$ cat config.mk
export PLATFORM = sky130hd
export DESIGN_NAME = serial_subtractor
export DESIGN_NICKNAME = d
export VERILOG_FILES = /design/src/rtl/serial_pkg.sv /design/src/rtl/full_adder.sv /design/src/rtl/serial_subtractor.sv
export SDC_FILE = /design/constraint.sdc
export NUM_CORES = 1
export LEC_CHECK = 0
export BUFFER_PORTS_ARGS = -buffer_cell sky130_fd_sc_hd__buf_2
export CAP_MARGIN = 20
export CORE_UTILIZATION = 55
export CTS_CLUSTER_SIZE = 12
export DETAILED_ROUTE_END_ITERATION = 12
export GPL_ROUTABILITY_DRIVEN = 0
export PLACE_DENSITY = 0.84
export SLEW_MARGIN = 20
export SYNTH_ARGS = -nofsm -noshare
export SYNTH_HDL_FRONTEND = slang
export SYNTH_SLANG_ARGS = --single-unit
$ cat constraint.sdc
create_clock -name clk -period 1.8 [get_ports clk]
set_clock_uncertainty 0.2 [all_clocks]
set_input_delay 0 -clock clk [delete_from_list [all_inputs] [get_ports clk]]
set_output_delay 0 -clock clk [all_outputs]
set_load 0.1 [all_outputs]
$ cat src/rtl/serial_pkg.sv
// Shared definitions for the bit-serial arithmetic blocks.
// Holds the FSM state encoding and the widest supported operand width.
package serial_pkg;

  localparam int SERIAL_WIDTH_MAX = 32;

  typedef enum logic [1:0] {
    IDLE = 2'd0,
    RUN  = 2'd1,
    DONE = 2'd2
  } state_t;

endpackage

$ cat src/rtl/full_adder.sv
// One-bit full adder cell, shared by the serial arithmetic blocks.
module full_adder (
  input  logic a,
  input  logic b,
  input  logic cin,
  output logic sum,
  output logic carry
);

  assign sum   = a ^ b ^ cin;
  assign carry = (a & b) | (cin & (a ^ b));

endmodule

$ cat src/rtl/serial_subtractor.sv
// Bit-serial subtractor, LSB first: diff = a + ~b + 1, one bit per clock.
// Define SERIAL_SUB_OVF_EN to add the signed-overflow output ovf.
module serial_subtractor
  import serial_pkg::*;
#(
  parameter int WIDTH = 8
) (
  input  logic             clk,
  input  logic             rst,
  input  logic             in_valid,
  output logic             in_ready,
  input  logic [WIDTH-1:0] a,
  input  logic [WIDTH-1:0] b,
  output logic             out_valid,
  input  logic             out_ready,
  output logic [WIDTH-1:0] diff,
`ifdef SERIAL_SUB_OVF_EN
  output logic             ovf,
`endif
  output logic             borrow
);

  localparam int CNT_W = $clog2(WIDTH);

  state_t           r_state;
  logic [WIDTH-1:0] r_a_sh;
  logic [WIDTH-1:0] r_b_sh;
  logic [WIDTH-1:0] r_res;
  logic [CNT_W-1:0] r_cnt;
  logic             r_c;
  logic [WIDTH-1:0] r_diff;
  logic             r_borrow;
`ifdef SERIAL_SUB_OVF_EN
  logic             r_ovf;
`endif

  logic w_sum;
  logic w_co;
  logic w_last;

  full_adder u_fa (
    .a     (r_a_sh[0]),
    .b     (r_b_sh[0]),
    .cin   (r_c),
    .sum   (w_sum),
    .carry (w_co)
  );

  assign w_last    = (r_cnt == CNT_W'(WIDTH - 1));
  assign in_ready  = (r_state == IDLE);
  assign out_valid = (r_state == DONE);
  assign diff      = r_diff;
  assign borrow    = r_borrow;
`ifdef SERIAL_SUB_OVF_EN
  assign ovf       = r_ovf;
`endif

  always_ff @(posedge clk or posedge rst) begin
    if (rst) begin
      r_state  <= IDLE;
      r_a_sh   <= '0;
      r_b_sh   <= '0;
      r_res    <= '0;
      r_cnt    <= '0;
      r_c      <= 1'b1;
      r_diff   <= '0;
      r_borrow <= 1'b0;
`ifdef SERIAL_SUB_OVF_EN
      r_ovf    <= 1'b0;
`endif
    end else begin
      case (r_state)
        IDLE: begin
          if (in_valid) begin
            // Subtraction as a + ~b + 1: invert b here, carry-in of 1 supplies the +1.
            r_a_sh  <= a;
            r_b_sh  <= ~b;
            r_c     <= 1'b1;
            r_cnt   <= '0;
            r_res   <= '0;
            r_state <= RUN;
          end
        end
        RUN: begin
          r_res  <= {w_sum, r_res[WIDTH-1:1]};
          r_a_sh <= {1'b0, r_a_sh[WIDTH-1:1]};
          r_b_sh <= {1'b0, r_b_sh[WIDTH-1:1]};
          r_c    <= w_co;
          r_cnt  <= r_cnt + CNT_W'(1);
          if (w_last) begin
            r_diff   <= {w_sum, r_res[WIDTH-1:1]};
            r_borrow <= ~w_co;
`ifdef SERIAL_SUB_OVF_EN
            // r_c is the carry into the MSB during this final bit.
            r_ovf    <= r_c ^ w_co;
`endif
            r_state  <= DONE;
          end
        end
        DONE: begin
          if (out_ready) begin
            r_state <= IDLE;
          end
        end
        default: r_state <= IDLE;
      endcase
    end
  end

endmodule

After elaboration in Yosys (flattened, before gate mapping)
Cells that the tools add are included.
{"block": "totals", "register_bits": 39, "latch_bits": 0, "ram_bits": 0, "mem_bits_ro": 0, "output_inout_bits": 11, "wordCells": 41, "n_memories": 0}
{"block": "op_classes", "addsub": 1, "n_mul": 0, "n_div": 0, "order_cmp": 0, "eq_ne": 6, "shift": 0, "n_mux": 14, "n_bitwise": 7, "reduce_logical": 5}
{"cell": "$pmux 8 s2", "count": 3}
{"cell": "$mux 8", "count": 3}
{"cell": "$not 8->8", "count": 1}
{"cell": "$mux 2", "count": 3}
{"cell": "$pmux 2 s3", "count": 1}
{"cell": "$pmux 3 s2", "count": 1}
{"cell": "$ne 2x2->1 const B", "count": 2}
{"cell": "$reduce_and 2->1", "count": 2}
{"cell": "$add 3x1->3 const B", "count": 1}
{"cell": "$eq 3x3->1 const B", "count": 1}
{"cell": "$mux 3", "count": 1}
{"cell": "$reduce_and 3->1", "count": 1}
{"cell": "$and 1x1->1", "count": 2}
{"cell": "$eq 2x1->1 const B", "count": 1}
{"cell": "$eq 2x2->1 const B", "count": 1}
{"cell": "$logic_not 2->1", "count": 1}
{"cell": "$ne 2x1->1 const B", "count": 1}
{"cell": "$pmux 1 s2", "count": 1}
{"cell": "$reduce_bool 2->1", "count": 1}
{"cell": "$xor 1x1->1", "count": 2}
{"cell": "$mux 1", "count": 1}
{"cell": "$not 1->1", "count": 1}
{"cell": "$or 1x1->1", "count": 1}

Longest topological paths before layout
Gate-level depths: netlist (run 1).
{"block": "depth", "ltp_word": 4, "mapped_depth": 6, "mapped_depth_nobuf": 5}

Hierarchy
Synthesis (run 1) repeated with hierarchy kept, for this count alone.
{"block": "unflattened", "cells_unflattened": 135, "area_unflattened_um2": 1696.6}
{"module": "serial_subtractor", "n_inst": 1, "cells_per_inst": 134, "area_each_um2": 1676.6}
{"module": "full_adder", "n_inst": 1, "cells_per_inst": 1, "area_each_um2": 20.0}

Least setup slack after synthesis (run 1)
Ideal clock, no wire load.
{"block": "synth_timing", "path_type": "reg-to-reg", "start": "register r_state[0]", "end": "register r_b_sh[0]", "setup_ns": 0.122, "arrival_ns": 1.801, "slack_ns": -0.324, "path_stages_with_launch": 5, "cell_sequence": "dfrtp_1 -> buf_6 -> nor2_2 -> a31oi_1 -> a21boi_1"}
{"block": "synth_via", "elab_chain_len": 3, "elab_cells_between_ends": 6, "classes_between": "eq/ne (2); mux (1); reduce/logical (3)"}
{"element": "from (decl)", "line": "serial_subtractor.sv:25", "text": "state_t r_state;"}
{"element": "from (signal assigned)", "line": "serial_subtractor.sv:60", "text": "r_state <= IDLE;"}
{"element": "from (signal assigned)", "line": "serial_subtractor.sv:81", "text": "r_state <= RUN;"}
{"element": "from (signal assigned)", "line": "serial_subtractor.sv:97", "text": "r_state <= DONE;"}
{"element": "$logic_not 2->1 (*)"}
{"element": "via in_ready", "line": "serial_subtractor.sv:11", "text": "output logic in_ready,"}
{"element": "$ne 2x2->1 (no line) or $reduce_bool 2->1 (tied branches)"}
{"element": "$reduce_and 2->1 (no line)"}
{"element": "to (signal assigned)", "line": "serial_subtractor.sv:77", "text": "r_b_sh <= ~b;"}
{"element": "to (signal assigned)", "line": "serial_subtractor.sv:87", "text": "r_b_sh <= {1'b0, r_b_sh[WIDTH-1:1]};"}
{"element": "to (decl)", "line": "serial_subtractor.sv:27", "text": "logic [WIDTH-1:0] r_b_sh;"}
The timed path passes the listed nets; every way through them passes the cells marked *.
A chain may end at the register's enable or synchronous reset.

Final worst setup path (run 1)
{"block": "layout_timing", "start": "register r_cnt[0]", "end": "register r_diff[6], in the netlist diff[6]"}
{"block": "layout_via", "elab_chain_len": 2}
{"element": "from (decl)", "line": "serial_subtractor.sv:29", "text": "logic [CNT_W-1:0] r_cnt;"}
{"element": "from (signal assigned)", "line": "serial_subtractor.sv:89", "text": "r_cnt <= r_cnt + CNT_W'(1);"}
{"element": "$eq 3x3->1", "line": "serial_subtractor.sv:49", "text": "assign w_last = (r_cnt == CNT_W'(WIDTH - 1));"}
{"element": "$reduce_and 2->1 (no line)"}
{"element": "to (signal assigned)", "line": "serial_subtractor.sv:91", "text": "r_diff <= {w_sum, r_res[WIDTH-1:1]};"}
{"element": "to (decl)", "line": "serial_subtractor.sv:31", "text": "logic [WIDTH-1:0] r_diff;"}
Every way passes these cells.

==> run summary, run 1 <==
Hold slack: 40.3 ps
Final setup violating endpoints: 0
Synth warn: 0
Synth unique cells: 38
Power per cell area: 1800 nW/um^2
Initial DRC Count: 31
Lkg Pwr: 1.11 nW
Skew-Pair Late Insertion Delay: 340 ps
GR Overflow Total: 0
Drt total wl: 3830 um
N_diodes: 0
Post-synthesis cell area: 1780 sq um
Synth Instances: 140
Maximum number of pins on one net before global-route repair: 26
Hold crit path type: input port to async pin
Detailed placement HPWL: 2570 um
Die Ht: 58.9 um
Sequential area share after synthesis: 0.535
Core Footprint: 3050 sq um
Multi-input logic area: 716 sq um
Post-synthesis register bit count: 38
Number of flops mapped to enable cells by yosys: 0
Buffers on Ports: 30
First-pass GRT wire length: 6580 um
Max-cap viol count: 0
Busiest layer in global routing: met2
Fin crit share: 0.965
FF-to-FF End: diff[6]
Met2 usage: 0.463
Die width: 58.9 um
Syn avg cell area: 12.7 sq um
Full die area: 3470 sq um
Unrepaired setup endpoints after global routing: false
DRC Markers: 0
Overall global routing resource usage: 0.263
Max FO, Critical Path: 11
Max_slew headroom: 0.626
Vias post-DR: 1327
VDD IR max: 998 uV
Syn_nets: 163
Remaining antenna violation count: 0
Async S/R FF share, synth: 1.00
Fin. Hold Viols: 0
Synthesis-to-finish area growth: 27.0%
Worst R2R Path Depth: 4
WL/cell: 16.0 um
Placed instance area: 2010 sq um
CTS tree: yes
Top Ports: 31
Slew Limit Fails: 0
Critical Path AT: 1770 ps
Reg2Reg Launch Point: r_cnt[0]
Worst Tran Pin Value: 561 ps
Antenna violations before repair: 0
Fin area: 2260 sq um
CTS clock-pin slew for the worst setup and hold paths: 110 ps
Outcome: complete, no violations
Layout cells sized above 1: 0.333
PostCTS Resize Cnt: 0
Fillers: 223
Worst Path Class, Setup: flop to flop
Htree depth: 2
Minimum clock period after layout: 1740 ps
Vias in the first global route: 1466
TNS Setup: 0 ps
CP endpoint kind: flop
CTS sink cnt: 38
FF/Latch Area: 952 sq um
R2r setup slk: 60 ps
Cts bufs inserted: 5
Pre-antenna DRT Iters: 5
Met3 GRT Util: 0.0505
Clock tree root buffer cell: clkbuf_4
Fmax achieved: 576 MHz
Worst setup startpoint: r_cnt[0]
Starting Density: 0.583
M1 GR Usage: 0.301
Nets: 217
Vias per std cell: 5.55
CP required: 1840 ps
Post-synth top flop: dfrtp_1
Critical Path Start Type: flop
Site Rows: 20
CTS Buffer Depth: 2
critical path, cell delays in order, from the launching register on:
cell and delay, ps:
dfrtp_1 410, ha_1 220, ha_1 230, nand3b_4 200, mux2_2 370
through the flow:
stage / setup slack, ps / power [mW] / util / std cells
final: 63.6 / 4.07 / 0.741 / 239
after global placement: 155 / 3.47 / 0.659 / 212
after detailed placement: 79.5 / 3.59 / 0.659 / 212
after CTS: 65.3 / 4.07 / 0.741 / 239
after floorplan: 97.8 / 3.16 / - / 140
after global routing: 24.6 / 4.32 / 0.741 / 239
layout make-up:
cell class,count,share of cell area
Timing Repair Buffer,56,0.198
Sequential cell,38,0.421
Inverter,8,0.0133
Multi-Input combinational cell,85,0.317
Clock buffer,7,0.0243
Clock inverter,1,0.00221
Tap cell,44,0.0243
per-layer routing:
layer  part of all wire  routed length, um
met1               0.42               1600
met4              0.019                 74
met2               0.53               2030
met3              0.033                125
met5                  0                  0
how the worst max path moves through the flow:
stage / to
after floorplan: r_b_sh[0]
after global placement: diff[6]
after detailed placement: diff[6]
after CTS: diff[6]
after global routing: diff[6]
final: diff[6]
logic make-up after synthesis:
group	share of synthesized area
flops	0.535
buf+inv	0.0661
compound gates	0.176
simple gates	0.126
mux	0.0710
fa+ha+maj	0.0253
cell usage after synthesis, types with 2 or more instances:
| library cell | n | share of area |
|---|---|---|
| nand2_1 | 7 | 0.015 |
| mux2_4 | 7 | 0.059 |
| inv_2 | 2 | 0.0042 |
| ha_1 | 2 | 0.014 |
| nand3b_1 | 2 | 0.0084 |
| nor2b_1 | 2 | 0.0070 |
| buf_4 | 2 | 0.0084 |
| o21ai_0 | 6 | 0.017 |
| nor3b_1 | 2 | 0.0084 |
| dfrtp_1 | 37 | 0.52 |
| o22a_1 | 2 | 0.0098 |
| a21oi_1 | 4 | 0.011 |
| nor2_2 | 3 | 0.011 |
| o221a_2 | 2 | 0.013 |
| nor2_1 | 2 | 0.0042 |
| a22oi_1 | 4 | 0.017 |
| inv_1 | 6 | 0.013 |
| nor4bb_1 | 3 | 0.017 |
| a31oi_1 | 2 | 0.0070 |
| nor3_1 | 2 | 0.0056 |
| buf_6 | 6 | 0.038 |
| nand3_1 | 5 | 0.014 |
| nand2b_1 | 5 | 0.018 |
| a22o_1 | 8 | 0.039 |
| o311a_1 | 4 | 0.022 |
registers in the layout, indices dropped and copies added (netlist names):
| register | flops |
|---|---|
| r_cnt | 3 |
| r_c | 1 |
| r_a_sh | 8 |
| r_b_sh | 8 |
| r_res | 7 |
| r_state | 2 |
| borrow | 1 |
| diff | 8 |
report_power, final:
part / switching, mW / total [mW] / internal (mW)
logic: 1.36 / 2.14 / 0.780
clock network: 0.274 / 0.463 / 0.189
registers: 0.232 / 1.46 / 1.23
total: 1.87 / 4.07 / 2.20
timing repair:
action / 4_1_cts / 5_1_grt
buffers inserted: 0 / 0
hold buffers: 19 / 0
hold endpoints to repair: 54 / 0
cells in the final DEF, fill, tap and decap left out, types with 3 or more instances in the layout:
cell,instances
inv_1,6
buf_2,28
dlygate4sd3_1,19
nand2b_1,5
dfrtp_1,37
mux2_4,7
o311a_1,4
nand3_1,5
nand2_1,7
buf_4,5
a22o_1,8
a22oi_1,4
nor4bb_1,3
clkbuf_4,5
buf_12,4
a21oi_1,4
o21ai_0,6
(Power assumes the default switching activity.)
==> inputs of run 2 (changes only) <==
--- a/config.mk
+++ b/config.mk
@@ -11,7 +11,7 @@
 export CTS_CLUSTER_SIZE = 12
 export DETAILED_ROUTE_END_ITERATION = 12
 export GPL_ROUTABILITY_DRIVEN = 0
-export PLACE_DENSITY = 0.84
+export PLACE_DENSITY = 0.79
 export SLEW_MARGIN = 20
 export SYNTH_ARGS = -nofsm -noshare
 export SYNTH_HDL_FRONTEND = slang
==> run summary, run 2 (synthesis results as in run 1) <==
Outcome: complete, no violations
CTS Buffer Depth: 2 (unchanged)
Sw Share: 0.457 (-0.00217)
Critical Path Start Type: flop
CP endpoint kind: output pin
Vias post-DR: 1324 (-0.23%)
Worst R2R Path Depth: 4 (unchanged)
Clock tree root buffer cell: clkbuf_4
Power per cell area: 1790 nW/um^2 (-0.58%)
CP cell instances: buf_4 > nor2_4 > buf_12
Worst Tran Pin Value: 484 ps (-77.3 ps)
Die Ht: 58.9 um (unchanged)
CTS sink cnt: 38 (unchanged)
Maximum number of pins on one net before global-route repair: 39 (+50%)
Critical-path top delay cell: dfrtp_2
CTS clock-pin slew for the worst setup and hold paths: 110 ps (about the same)
Max FO, Critical Path: 10 (-1)
Overall global routing resource usage: 0.237 (-0.0267)
Minimum clock period after layout: 1700 ps (-40.2 ps)
Fin crit share: 0.942 (-0.0223)
Family with the most delay on the worst path: flip-flops
Pre-antenna DRT Iters: 4 (-1)
Die width: 58.9 um (unchanged)
Critical Path AT: 1500 ps (-270 ps)
Lkg Pwr: 1.11 nW (+0.45%)
Net Switching: 1.85 mW (-0.72%)
Full die area: 3470 sq um (unchanged)
Synthesis-to-finish area growth: 27.4%
Max incr delay on CP: 470 ps (+60 ps)
Sequential group share of total power: 0.362 (+0.002)
Dpl ws: 109 ps (+29.1 ps)
Nets: 220 (+1.4%)
Fin. Hold Viols: 0 (unchanged)
Skew-Pair Late Insertion Delay: 340 ps (about the same)
Fmax achieved: 590 MHz (+2.4%)
Logic pwr share: 0.525 (about the same)
Stages on the worst setup path: 3 (-1)
Remaining antenna violation count: 0 (unchanged)
GR Overflow Total: 0 (unchanged)
Fillers: 218 (-2.2%)
Htree depth: 2 (unchanged)
N_diodes: 0 (unchanged)
WL/cell: 15.1 um (-6.0%)
Core Footprint: 3050 sq um (unchanged)
CTS tree: yes
DRC Markers: 0 (unchanged)
Final worst slack: 104 ps (+40.2 ps)
Detailed placement HPWL: 2390 um (-7.0%)
Vias per std cell: 5.47 (-1.5%)
Antenna violations before repair: 0 (unchanged)
Slew Limit Fails: 0 (unchanged)
Vias in the first global route: 1306 (-11%)
Max-cap viol count: 0 (unchanged)
Site Rows: 20 (unchanged)
Initial DRC Count: 57 (+84%)
Crit path buffers/inverters: 2 (+2)
Cts bufs inserted: 5 (unchanged)
CP required: 1600 ps (-240 ps)
Clock share of power: 0.113 (about the same)
Worst Path Class, Setup: flop to output pin
TNS Setup: 0 ps (unchanged)
Starting Density: 0.583 (unchanged)
Hold crit path type: input port to async pin
Top Ports: 31 (unchanged)
Most frequent cells in the layout: dfrtp_1, buf_2, dlygate4sd3_1, buf_4, a22o_1
Unrepaired setup endpoints after global routing: false
Drt total wl: 3640 um (-4.9%)
First-pass GRT wire length: 6020 um (-8.5%)
Final setup violating endpoints: 0 (unchanged)
Buffers on Ports: 30 (unchanged)
Layout cells sized above 1: 0.348 (+0.0152)
Commonest non-fill, non-tap cell in the layout: dfrtp_1
VDD IR max: 923 uV (-7.5%)
Internal power: 2.20 mW (+0.15%)
Max_slew headroom: 0.678 (+0.0519)
## run 2: cell count changes in the layout (fill, tap and decap cells not counted), moves of 2 or more
cell | previous run | this run
dfrtp_1 | 37 | 35
buf_4 | 5 | 9
buf_12 | 4 | 2
dfrtp_2 | 0 | 2
## run 2: stage by stage
step | utilization | area (sq um) | power (mW) | hold WS, ps | instances
after floorplan | - | 1790 | 3.16 | -121 | 140
after global placement | 0.653 | 1990 | 3.47 | -75.0 | 213
after detailed placement | 0.653 | 1990 | 3.56 | -64.6 | 213
after CTS | 0.738 | 2250 | 4.06 | 102 | 241
after global routing | 0.743 | 2270 | 4.27 | 168 | 242
final | 0.743 | 2270 | 4.06 | 105 | 242
## run 2: layout make-up
cell class | count | area, sq um | share of cell area
Clock buffer | 7 | 55.1 | 0.0243
Clock inverter | 1 | 5.00 | 0.00221
Inverter | 8 | 32.5 | 0.0143
Multi-Input combinational cell | 85 | 716 | 0.315
Sequential cell | 38 | 955 | 0.421
Tap cell | 44 | 55.1 | 0.0243
Timing Repair Buffer | 59 | 450 | 0.199
## run 2: final timing paths
path / start / endpoint / slack (ps)
worst max-delay path: r_state[0] / in_ready / 100
worst min-delay path: rst / r_b_sh[6] / 110
worst max register to register: r_cnt[0] / diff[6] / 110
worst min register to register: r_state[1] / r_state[0] / 300
max in group asynchronous: rst / r_state[1] / 930
min in group clk: b[7] / r_b_sh[7] / 160
## run 2: worst reg2reg max path, delay by kind of cell (launching register included)
| family | cells | cell delay, ps |
|---|---|---|
| adders and majority gates | 2 | 430 |
| DFF | 1 | 410 |
| muxes | 1 | 360 |
| and+or+nand+nor | 1 | 200 |
## run 2: timing repair
| item | 4_1_cts | 5_1_grt |
|---|---|---|
| setup endpoints to repair | 0 | 3 |
| setup buffers | 0 | 1 |
| hold endpoints to repair | 55 | 0 |
| gates resized for setup | 0 | 5 |
| hold buffers | 20 | 0 |
## run 2: layer usage
metal,track usage,vias up,routed length [um]
met3,0.0615,5,132
met2,0.390,37,1860
met1,0.316,654,1610
li1,-,628,-
met5,0,-,0
met4,0.0510,0,39
## run 2: power by group through the flow
stage / sequential [mW] / combinational [mW] / clock [mW]
floorplan: 2.04 / 1.12 / 0
global placement: 1.45 / 2.02 / 0
detailed placement: 1.48 / 2.08 / 0
CTS: 1.46 / 2.13 / 0.474
global route: 1.50 / 2.27 / 0.498
finish: 1.47 / 2.13 / 0.458
